[config.mk]
export PLATFORM = sky130hd
export DESIGN_NAME = insn_prefetch_queue_flat
export DESIGN_NICKNAME = d
export VERILOG_FILES = /design/src/rtl/insn_prefetch_queue_pkg.sv /design/src/rtl/insn_prefetch_queue_if.sv /design/src/rtl/insn_prefetch_queue_fifo.sv /design/src/rtl/insn_prefetch_queue.sv /design/src/flat_wrapper.sv
export SDC_FILE = /design/constraint.sdc
export NUM_CORES = 1
export LEC_CHECK = 0
export BUFFER_PORTS_ARGS = -buffer_cell sky130_fd_sc_hd__buf_4
export CORE_ASPECT_RATIO = 1.1
export CORE_UTILIZATION = 30
export CTS_BUF_LIST = sky130_fd_sc_hd__clkbuf_8
export DETAILED_ROUTE_END_ITERATION = 7
export PLACE_DENSITY = 0.59
export SLEW_MARGIN = 15
export SYNTH_ARGS = -nofsm -noshare
export SYNTH_HDL_FRONTEND = slang
export SYNTH_SLANG_ARGS = --single-unit
[constraint.sdc]
create_clock -name clk -period 2.56 [get_ports clk]
set_input_delay 0.128 -clock clk [delete_from_list [all_inputs] [get_ports clk]]
set_output_delay 0.128 -clock clk [all_outputs]
set_load 0.005 [all_outputs]
[src/rtl/insn_prefetch_queue_pkg.sv]
// Shared definitions for the instruction prefetch queue: default widths,
// FSM state encoding and a helper for the occupancy counter width.
package insn_prefetch_queue_pkg;

  localparam int IPF_LEN_INSN = 32;
  localparam int IPF_LEN_PC   = 16;

  // At most one memory request is ever outstanding; WAIT_DISCARD marks a
  // request whose data must be thrown away because a redirect overtook it.
  typedef enum logic [1:0] {
    IPF_IDLE         = 2'd0,
    IPF_WAIT         = 2'd1,
    IPF_WAIT_DISCARD = 2'd2
  } ipf_state_t;

  // The counter must be able to hold DEPTH itself, hence one extra bit.
  function automatic int ipf_cnt_w(input int depth);
    return $clog2(depth) + 1;
  endfunction

endpackage

[src/rtl/insn_prefetch_queue_if.sv]
// Bundle of decoder-side, execute-side and instruction-memory-side signals
// of the prefetch queue, plus read-only debug taps of the fetch FSM and PC.
//
// Handshakes:
//  - decoder: valid_o/insn_o/pc_o present the head; it is consumed at a
//    posedge where valid_o=1 and stall_i=0, otherwise it is held.
//  - memory: imem_req and imem_addr stay constant from issue until the
//    posedge where imem_ack=1; imem_rdata is only looked at in that cycle.
//  - valid_i=0 only suppresses new requests; stall_o=1 means the queue is full.
interface insn_prefetch_queue_if
  import insn_prefetch_queue_pkg::*;
#(
  parameter int LEN_INSN = IPF_LEN_INSN,
  parameter int LEN_PC   = IPF_LEN_PC
);
  logic                valid_i;
  logic                stall_o;
  logic                valid_o;
  logic                stall_i;
  logic [LEN_INSN-1:0] insn_o;
  logic [LEN_PC-1:0]   pc_o;
  logic                redirect_i;
  logic [LEN_PC-1:0]   redirect_pc_i;
  logic                imem_req;
  logic [LEN_PC-1:0]   imem_addr;
  logic                imem_ack;
  logic [LEN_INSN-1:0] imem_rdata;
  ipf_state_t          dbg_state;
  logic [LEN_PC-1:0]   dbg_pc;

  // The prefetch queue itself.
  modport master (
    input  valid_i, stall_i, redirect_i, redirect_pc_i, imem_ack, imem_rdata,
    output stall_o, valid_o, insn_o, pc_o, imem_req, imem_addr, dbg_state, dbg_pc
  );

  // Its surroundings: decoder, execute stage and instruction memory.
  modport slave (
    output valid_i, stall_i, redirect_i, redirect_pc_i, imem_ack, imem_rdata,
    input  stall_o, valid_o, insn_o, pc_o, imem_req, imem_addr, dbg_state, dbg_pc
  );
endinterface

[src/rtl/insn_prefetch_queue_fifo.sv]
// ipf_fifo: DEPTH-entry circular buffer of {insn, pc} words with push, pop,
// flush and an occupancy count. The head reads as zero while empty so the
// decoder never sees stale data.
module ipf_fifo
  import insn_prefetch_queue_pkg::*;
#(
  parameter int DEPTH = 4,
  parameter int W     = 48
) (
  input  logic                        clk,
  input  logic                        rst,
  input  logic                        push,
  input  logic                        pop,
  input  logic                        flush,
  input  logic [W-1:0]                din,
  output logic [W-1:0]                head,
  output logic [ipf_cnt_w(DEPTH)-1:0] count,
  output logic                        empty,
  output logic                        full
);
  localparam int AW = $clog2(DEPTH);
  localparam int CW = ipf_cnt_w(DEPTH);

  logic [W-1:0]  mem [DEPTH];
  logic [AW-1:0] wr_ptr;
  logic [AW-1:0] rd_ptr;

  // Pointers wrap naturally because DEPTH is a power of two.
  always_ff @(posedge clk) begin
    if (!rst || flush) begin
      wr_ptr <= '0;
      rd_ptr <= '0;
      count  <= '0;
    end else begin
      if (push) wr_ptr <= wr_ptr + AW'(1);
      if (pop)  rd_ptr <= rd_ptr + AW'(1);
      case ({push, pop})
        2'b10:   count <= count + CW'(1);
        2'b01:   count <= count - CW'(1);
        default: count <= count;
      endcase
    end
  end

  // Storage array; no reset needed since pointers define what is live.
  always_ff @(posedge clk) begin
    if (rst && !flush && push) mem[wr_ptr] <= din;
  end

  // Head and status flags.
  always_comb begin
    empty = (count == '0);
    full  = (count == CW'(DEPTH));
    head  = empty ? '0 : mem[rd_ptr];
  end

endmodule

[src/rtl/insn_prefetch_queue.sv]
// insn_prefetch_queue: instruction fetch front-end. Holds the PC, issues one
// word fetch at a time to instruction memory, buffers returned words in an
// ipf_fifo and hands them to the decoder. A redirect flushes the queue and
// discards any fetch still in flight.
// Optional feature: define IPF_BYPASS_EN to forward a returning word straight
// to the decoder outputs when the queue is empty.
module insn_prefetch_queue
  import insn_prefetch_queue_pkg::*;
#(
  parameter int          LEN_INSN = IPF_LEN_INSN,
  parameter int          LEN_PC   = IPF_LEN_PC,
  parameter int          DEPTH    = 4,
  parameter int unsigned RESET_PC = 0,
  parameter int unsigned PC_STEP  = 1
) (
  input logic                  clk,
  input logic                  rst,
  insn_prefetch_queue_if.master bus
);
  localparam int CW = ipf_cnt_w(DEPTH);
  localparam int W  = LEN_INSN + LEN_PC;
  localparam logic [CW-1:0] DEPTH_C = CW'(DEPTH);

  ipf_state_t        state_q, state_d;
  logic [LEN_PC-1:0] pc_q, addr_q;
  logic              issue;
  logic              credit;
  logic              ack_live;
  logic              bypass;
  logic              push, pop;
  logic [W-1:0]      fifo_head;
  logic [CW-1:0]     fifo_count;
  logic              fifo_empty, fifo_full;

  ipf_fifo #(.DEPTH(DEPTH), .W(W)) u_fifo (
    .clk   (clk),
    .rst   (rst),
    .push  (push),
    .pop   (pop),
    .flush (bus.redirect_i),
    .din   ({bus.imem_rdata, addr_q}),
    .head  (fifo_head),
    .count (fifo_count),
    .empty (fifo_empty),
    .full  (fifo_full)
  );

  // Queue control: a redirect cancels both the pop and the push of its cycle.
  always_comb begin
    pop      = !fifo_empty && !bus.stall_i && !bus.redirect_i;
    credit   = (fifo_count < DEPTH_C) || pop;
    ack_live = (state_q == IPF_WAIT) && bus.imem_ack && !bus.redirect_i;
`ifdef IPF_BYPASS_EN
    bypass   = ack_live && fifo_empty;
`else
    bypass   = 1'b0;
`endif
    // A bypassed word taken by the decoder this cycle never enters the queue.
    push     = ack_live && !(bypass && !bus.stall_i);
  end

  // Fetch FSM state register.
  always_ff @(posedge clk) begin
    if (!rst) state_q <= IPF_IDLE;
    else      state_q <= state_d;
  end

  // Fetch FSM next state, issue decision and request strobe.
  always_comb begin
    state_d      = state_q;
    issue        = 1'b0;
    bus.imem_req = 1'b0;
    case (state_q)
      IPF_IDLE: begin
        // Issuing during a redirect would fetch from the stale PC.
        if (bus.valid_i && !bus.redirect_i && credit) begin
          issue   = 1'b1;
          state_d = IPF_WAIT;
        end
      end
      IPF_WAIT: begin
        bus.imem_req = 1'b1;
        if (bus.imem_ack)        state_d = IPF_IDLE;
        else if (bus.redirect_i) state_d = IPF_WAIT_DISCARD;
      end
      IPF_WAIT_DISCARD: begin
        bus.imem_req = 1'b1;
        if (bus.imem_ack) state_d = IPF_IDLE;
      end
      default: state_d = IPF_IDLE;
    endcase
  end

  // PC and request address registers; the address is frozen while a request is out.
  always_ff @(posedge clk) begin
    if (!rst) begin
      pc_q   <= LEN_PC'(RESET_PC);
      addr_q <= '0;
    end else begin
      if (bus.redirect_i) pc_q <= bus.redirect_pc_i;
      else if (ack_live)  pc_q <= pc_q + LEN_PC'(PC_STEP);
      if (issue) addr_q <= pc_q;
    end
  end

  // Decoder-facing outputs, status and debug taps.
  always_comb begin
    bus.valid_o   = !fifo_empty;
    bus.insn_o    = fifo_head[W-1 -: LEN_INSN];
    bus.pc_o      = fifo_head[LEN_PC-1:0];
    if (bypass) begin
      bus.valid_o = 1'b1;
      bus.insn_o  = bus.imem_rdata;
      bus.pc_o    = addr_q;
    end
    bus.stall_o   = fifo_full;
    bus.imem_addr = addr_q;
    bus.dbg_state = state_q;
    bus.dbg_pc    = pc_q;
  end

endmodule

[src/flat_wrapper.sv]
// flat-port wrapper written by rule: the top's interface ports become plain ports
module insn_prefetch_queue_flat import insn_prefetch_queue_pkg::*;
#(
  parameter int          LEN_INSN = IPF_LEN_INSN,
  parameter int          LEN_PC   = IPF_LEN_PC,
  parameter int          DEPTH    = 4,
  parameter int unsigned RESET_PC = 0,
  parameter int unsigned PC_STEP  = 1
)
  (clk, rst, bus_valid_i, bus_stall_i, bus_redirect_i, bus_redirect_pc_i, bus_imem_ack, bus_imem_rdata, bus_stall_o, bus_valid_o, bus_insn_o, bus_pc_o, bus_imem_req, bus_imem_addr, bus_dbg_state, bus_dbg_pc);
  insn_prefetch_queue_if #(.LEN_INSN(LEN_INSN), .LEN_PC(LEN_PC)) bus_i ();
  input logic clk;
  input logic rst;
  input wire logic [$bits(bus_i.valid_i)-1:0] bus_valid_i;
  input wire logic [$bits(bus_i.stall_i)-1:0] bus_stall_i;
  input wire logic [$bits(bus_i.redirect_i)-1:0] bus_redirect_i;
  input wire logic [$bits(bus_i.redirect_pc_i)-1:0] bus_redirect_pc_i;
  input wire logic [$bits(bus_i.imem_ack)-1:0] bus_imem_ack;
  input wire logic [$bits(bus_i.imem_rdata)-1:0] bus_imem_rdata;
  output wire logic [$bits(bus_i.stall_o)-1:0] bus_stall_o;
  output wire logic [$bits(bus_i.valid_o)-1:0] bus_valid_o;
  output wire logic [$bits(bus_i.insn_o)-1:0] bus_insn_o;
  output wire logic [$bits(bus_i.pc_o)-1:0] bus_pc_o;
  output wire logic [$bits(bus_i.imem_req)-1:0] bus_imem_req;
  output wire logic [$bits(bus_i.imem_addr)-1:0] bus_imem_addr;
  output wire logic [$bits(bus_i.dbg_state)-1:0] bus_dbg_state;
  output wire logic [$bits(bus_i.dbg_pc)-1:0] bus_dbg_pc;
  assign bus_i.valid_i = bus_valid_i;
  assign bus_i.stall_i = bus_stall_i;
  assign bus_i.redirect_i = bus_redirect_i;
  assign bus_i.redirect_pc_i = bus_redirect_pc_i;
  assign bus_i.imem_ack = bus_imem_ack;
  assign bus_i.imem_rdata = bus_imem_rdata;
  assign bus_stall_o = bus_i.stall_o;
  assign bus_valid_o = bus_i.valid_o;
  assign bus_insn_o = bus_i.insn_o;
  assign bus_pc_o = bus_i.pc_o;
  assign bus_imem_req = bus_i.imem_req;
  assign bus_imem_addr = bus_i.imem_addr;
  assign bus_dbg_state = bus_i.dbg_state;
  assign bus_dbg_pc = bus_i.dbg_pc;
  insn_prefetch_queue #(.LEN_INSN(LEN_INSN), .LEN_PC(LEN_PC), .DEPTH(DEPTH), .RESET_PC(RESET_PC), .PC_STEP(PC_STEP)) u_core (.clk(clk), .rst(rst), .bus(bus_i));
endmodule
==> impl_metrics.tcl <==
set metrics [dict create \
    drtIter0Drc 295 \
    place.gp.congestion 0.7973 \
    syn_nets 595 \
    dr.pass1.iters 6 \
    cp_num_cells 10 \
    cp.required_ns 3.01 \
    synth_top_area_share_pct 62.25 \
    hp-class "in2reg" \
    synth_flop_cell "edfxtp_1" \
    critical-path-slowest-cell "dfxtp_1" \
    status "complete, but fails checks" \
    hold_violations 0 \
    slew_violations 0 \
    fp.dieH_um 186.3 \
    end_kind "register" \
    rsz0062_at_grt "false" \
    peakVddDrop_v 0.0002395 \
    cts_buffers 41 \
    initial_core_util_pct 30.44 \
    fmax_mhz 444.2 \
    nets 840 \
    slew_headroom_pct 59.38 \
    setup_viol 0 \
    synth_area_leaders "edfxtp_1 62%, mux4_2 12%, dfxtp_1 9.3%" \
    crit_end "u_core.u_fifo.count[2]" \
    cts_tree "yes" \
    antenna_found_initial 0 \
    reg2reg_from "u_core.bus.dbg_state[1]" \
    syn_inst 531 \
    synth_seq_area_share_pct 71.54 \
    avgRoutedWirePerCell_um 16.33 \
    port_buffers 138 \
    cts-root-buf "clkbuf_8" \
    place_ws_ns 0.3404 \
    grt_max_degree 51 \
    drive_above_1_share_pct 34.28 \
    yosysMostFrequentCell "edfxtp_1" \
    finClkSkew_ns 0.01857 \
    power_density_mw_per_mm2 636.1 \
    synth_top_area_cell "edfxtp_1" \
    p_leak_nw 4.391 \
    nFillCells 2816 \
    num_rows 67 \
    grt_pass1_wl_um 30790 \
    clk_pin_slew_ns 0.06 \
    ys_seq_elements 235 \
    clock_path_buffers 3 \
    io_pins 139 \
    fin_crit_sh_pct 87.94 \
    cts_resized 0 \
    tightest_slew_ns 0.6093 \
    grtUsageTotal_pct 12.73 \
    cp_max_fo 9 \
    reg2reg_to "u_core.u_fifo.count[2]" \
    start_kind "register" \
    fin_crit_ns 2.251 \
    avgSynthCellArea_um2 17.44 \
    synthArstFlopShare_pct 0 \
    max_stage_delay_ns 0.38 \
    vias 5489 \
    die_area_mm2 0.03158 \
    grt-ovfl-total 0 \
    yosysWarnings 0 \
    core_mm2 0.03043 \
    r2r.worst_path.cells 10 \
    path_class "reg2reg" \
    cp_top_family "adder cells" \
    crit_path_cell_trace "inv_1 > ha_1 > and2_2 > nand2_1 > ha_1 > inv_1 > fa_1 > xor2_1 > or3_1 > a21oi_1" \
    synthDistinctLibCells 42 \
    clock_latency_ns 0.52 \
    maxCapViolations 0 \
    crit_path_start "u_core.bus.dbg_state[1]" \
    grt_pass1_vias 5746 \
    arrival_ns 2.70 \
    synthTopCellsByCount "192 x edfxtp_1, 49 x nor2b_1, 48 x mux4_2" \
    finalWirelength_um 19960 \
    dpl.hpwl_um 11590 \
    antenna_left 0 \
    die_x_um 169.5 \
    drc 2 \
    reg2reg_slack_ns 0.31 \
    synth-edff-count 192 \
    seq_area_mm2 0.006631 \
    timing.critical_path.buf_inv 2 \
    syn_to_final_growth_pct 34.43 \
    total_power_mw 7.920 \
    holdWs_ns 0.3580 \
    fin_setup_tns_ns 0 \
    htreeDepth 2 \
    avgViaCountPerCell 4.492 \
    synth_area_mm2 0.009263 \
    cts_sinks 235 \
    violations "design-rule violations" \
    antenna_cells 0 \
    setup_ws_ns 0.3088 \
    multi_input_area_mm2 0.002491 \
]
flip-flops by register name, summed over array words and instances, names as in the netlist, named ones only:
register              cells
u_core.u_fifo.mem       192
u_core.bus.dbg_pc        16
u_core.bus.imem_addr     16
u_core.u_fifo.count       3
u_core.bus.dbg_state      2
u_core.u_fifo.rd_ptr      2
u_core.u_fifo.wr_ptr      2
worst min path at each step:
stage | start | to | slack [ns] | cells after the start
floorplan | bus_imem_rdata[0] | u_core.u_fifo.mem[0][16] | 0.23 | 0
global placement | bus_imem_rdata[7] | u_core.u_fifo.mem[2][23] | 0.33 | 1
detailed placement | bus_imem_rdata[9] | u_core.u_fifo.mem[2][25] | 0.33 | 1
CTS | bus_imem_rdata[16] | u_core.u_fifo.mem[2][32] | 0.32 | 2
global route | bus_imem_rdata[17] | u_core.u_fifo.mem[0][33] | 0.33 | 2
finish | bus_imem_rdata[31] | u_core.u_fifo.mem[1][47] | 0.36 | 2
repair_timing:
action                                  CTS  global route
endpoints found under the setup margin    0             1
hold endpoints to repair                151             0
hold buffers                             65             0
buffers inserted                          0            10
worst reg2reg max path, delay by kind of cell (launching register included):
kind | cells | cell delay (ns)
compound gates | 1 | 0.14
xor+xnor | 1 | 0.16
fa+ha+maj | 3 | 0.73
buf+inv | 2 | 0.14
flops | 1 | 0.38
simple gates | 3 | 0.64
cell type report:
class,instances,area share [%]
inverter,14,0.4220
sequential,235,53.26
timing repair buffer,227,15.59
multi-input combinational,257,20.01
clock inverter,28,1.367
tap,414,4.160
clock buffer,47,5.195
report_power, final:
group / switching, mW / total (mW) / internal (mW) / leakage, nW
Sequential: 0.0523 / 4.21 / 4.16 / 2.09
Clock: 1.47 / 3.35 / 1.88 / 0.477
Combinational: 0.145 / 0.363 / 0.218 / 1.82
metal layers:
layer / vias to the layer above / wire [um] / global-route usage, % / part of all wire (%)
li1: 2551 / - / - / -
met1: 2738 / 8895 / 16.03 / 45
met2: 175 / 9740 / 21.61 / 49
met3: 25 / 1013 / 3.068 / 5.1
met4: 0 / 312 / 4.072 / 1.6
met5: - / 0 / 0 / 0
logic make-up (layout without fill, tap and decap cells):
family | Yosys count | after routing | share of synthesized area [%]
flip-flops | 235 | 235 | 71.54
AND/OR/NAND/NOR | 125 | 125 | 7.686
buffers and inverters | 39 | 316 | 1.675
multiplexers | 66 | 66 | 13.62
adder cells (fa/ha/maj) | 10 | 10 | 1.432
XOR/XNOR | 17 | 17 | 1.607
AO/OA/AOI/OAI | 39 | 39 | 2.445
metrics by stage:
| step | utilization [%] | instances | instance area (um^2) |
|---|---|---|---|
| finish | 40.92 | 1222 | 12450 |
| global placement | 35.85 | 1072 | 10910 |
| global route | 40.92 | 1222 | 12450 |
| floorplan | - | 531 | 9268 |
| detailed placement | 35.85 | 1072 | 10910 |
| CTS | 40.67 | 1212 | 12380 |
cell usage in the layout, fill, tap and decap left out, types with 3 or more instances in the layout:
master / count
ha_1: 9
mux4_2: 48
nor2_1: 28
or3_1: 3
mux2i_1: 18
nor4_1: 5
o21ai_0: 15
clkbuf_8: 47
nand2_1: 11
nand3_1: 5
edfxtp_1: 192
nand4_1: 4
dlygate4sd3_1: 65
inv_1: 30
buf_12: 6
nor2b_1: 49
clkinv_2: 4
buf_4: 156
dfxtp_1: 41
xor2_1: 6
clkinv_1: 3
nor3_1: 3
a21oi_1: 14
and3_2: 4
xnor2_1: 11
(Power assumes the default switching activity.)
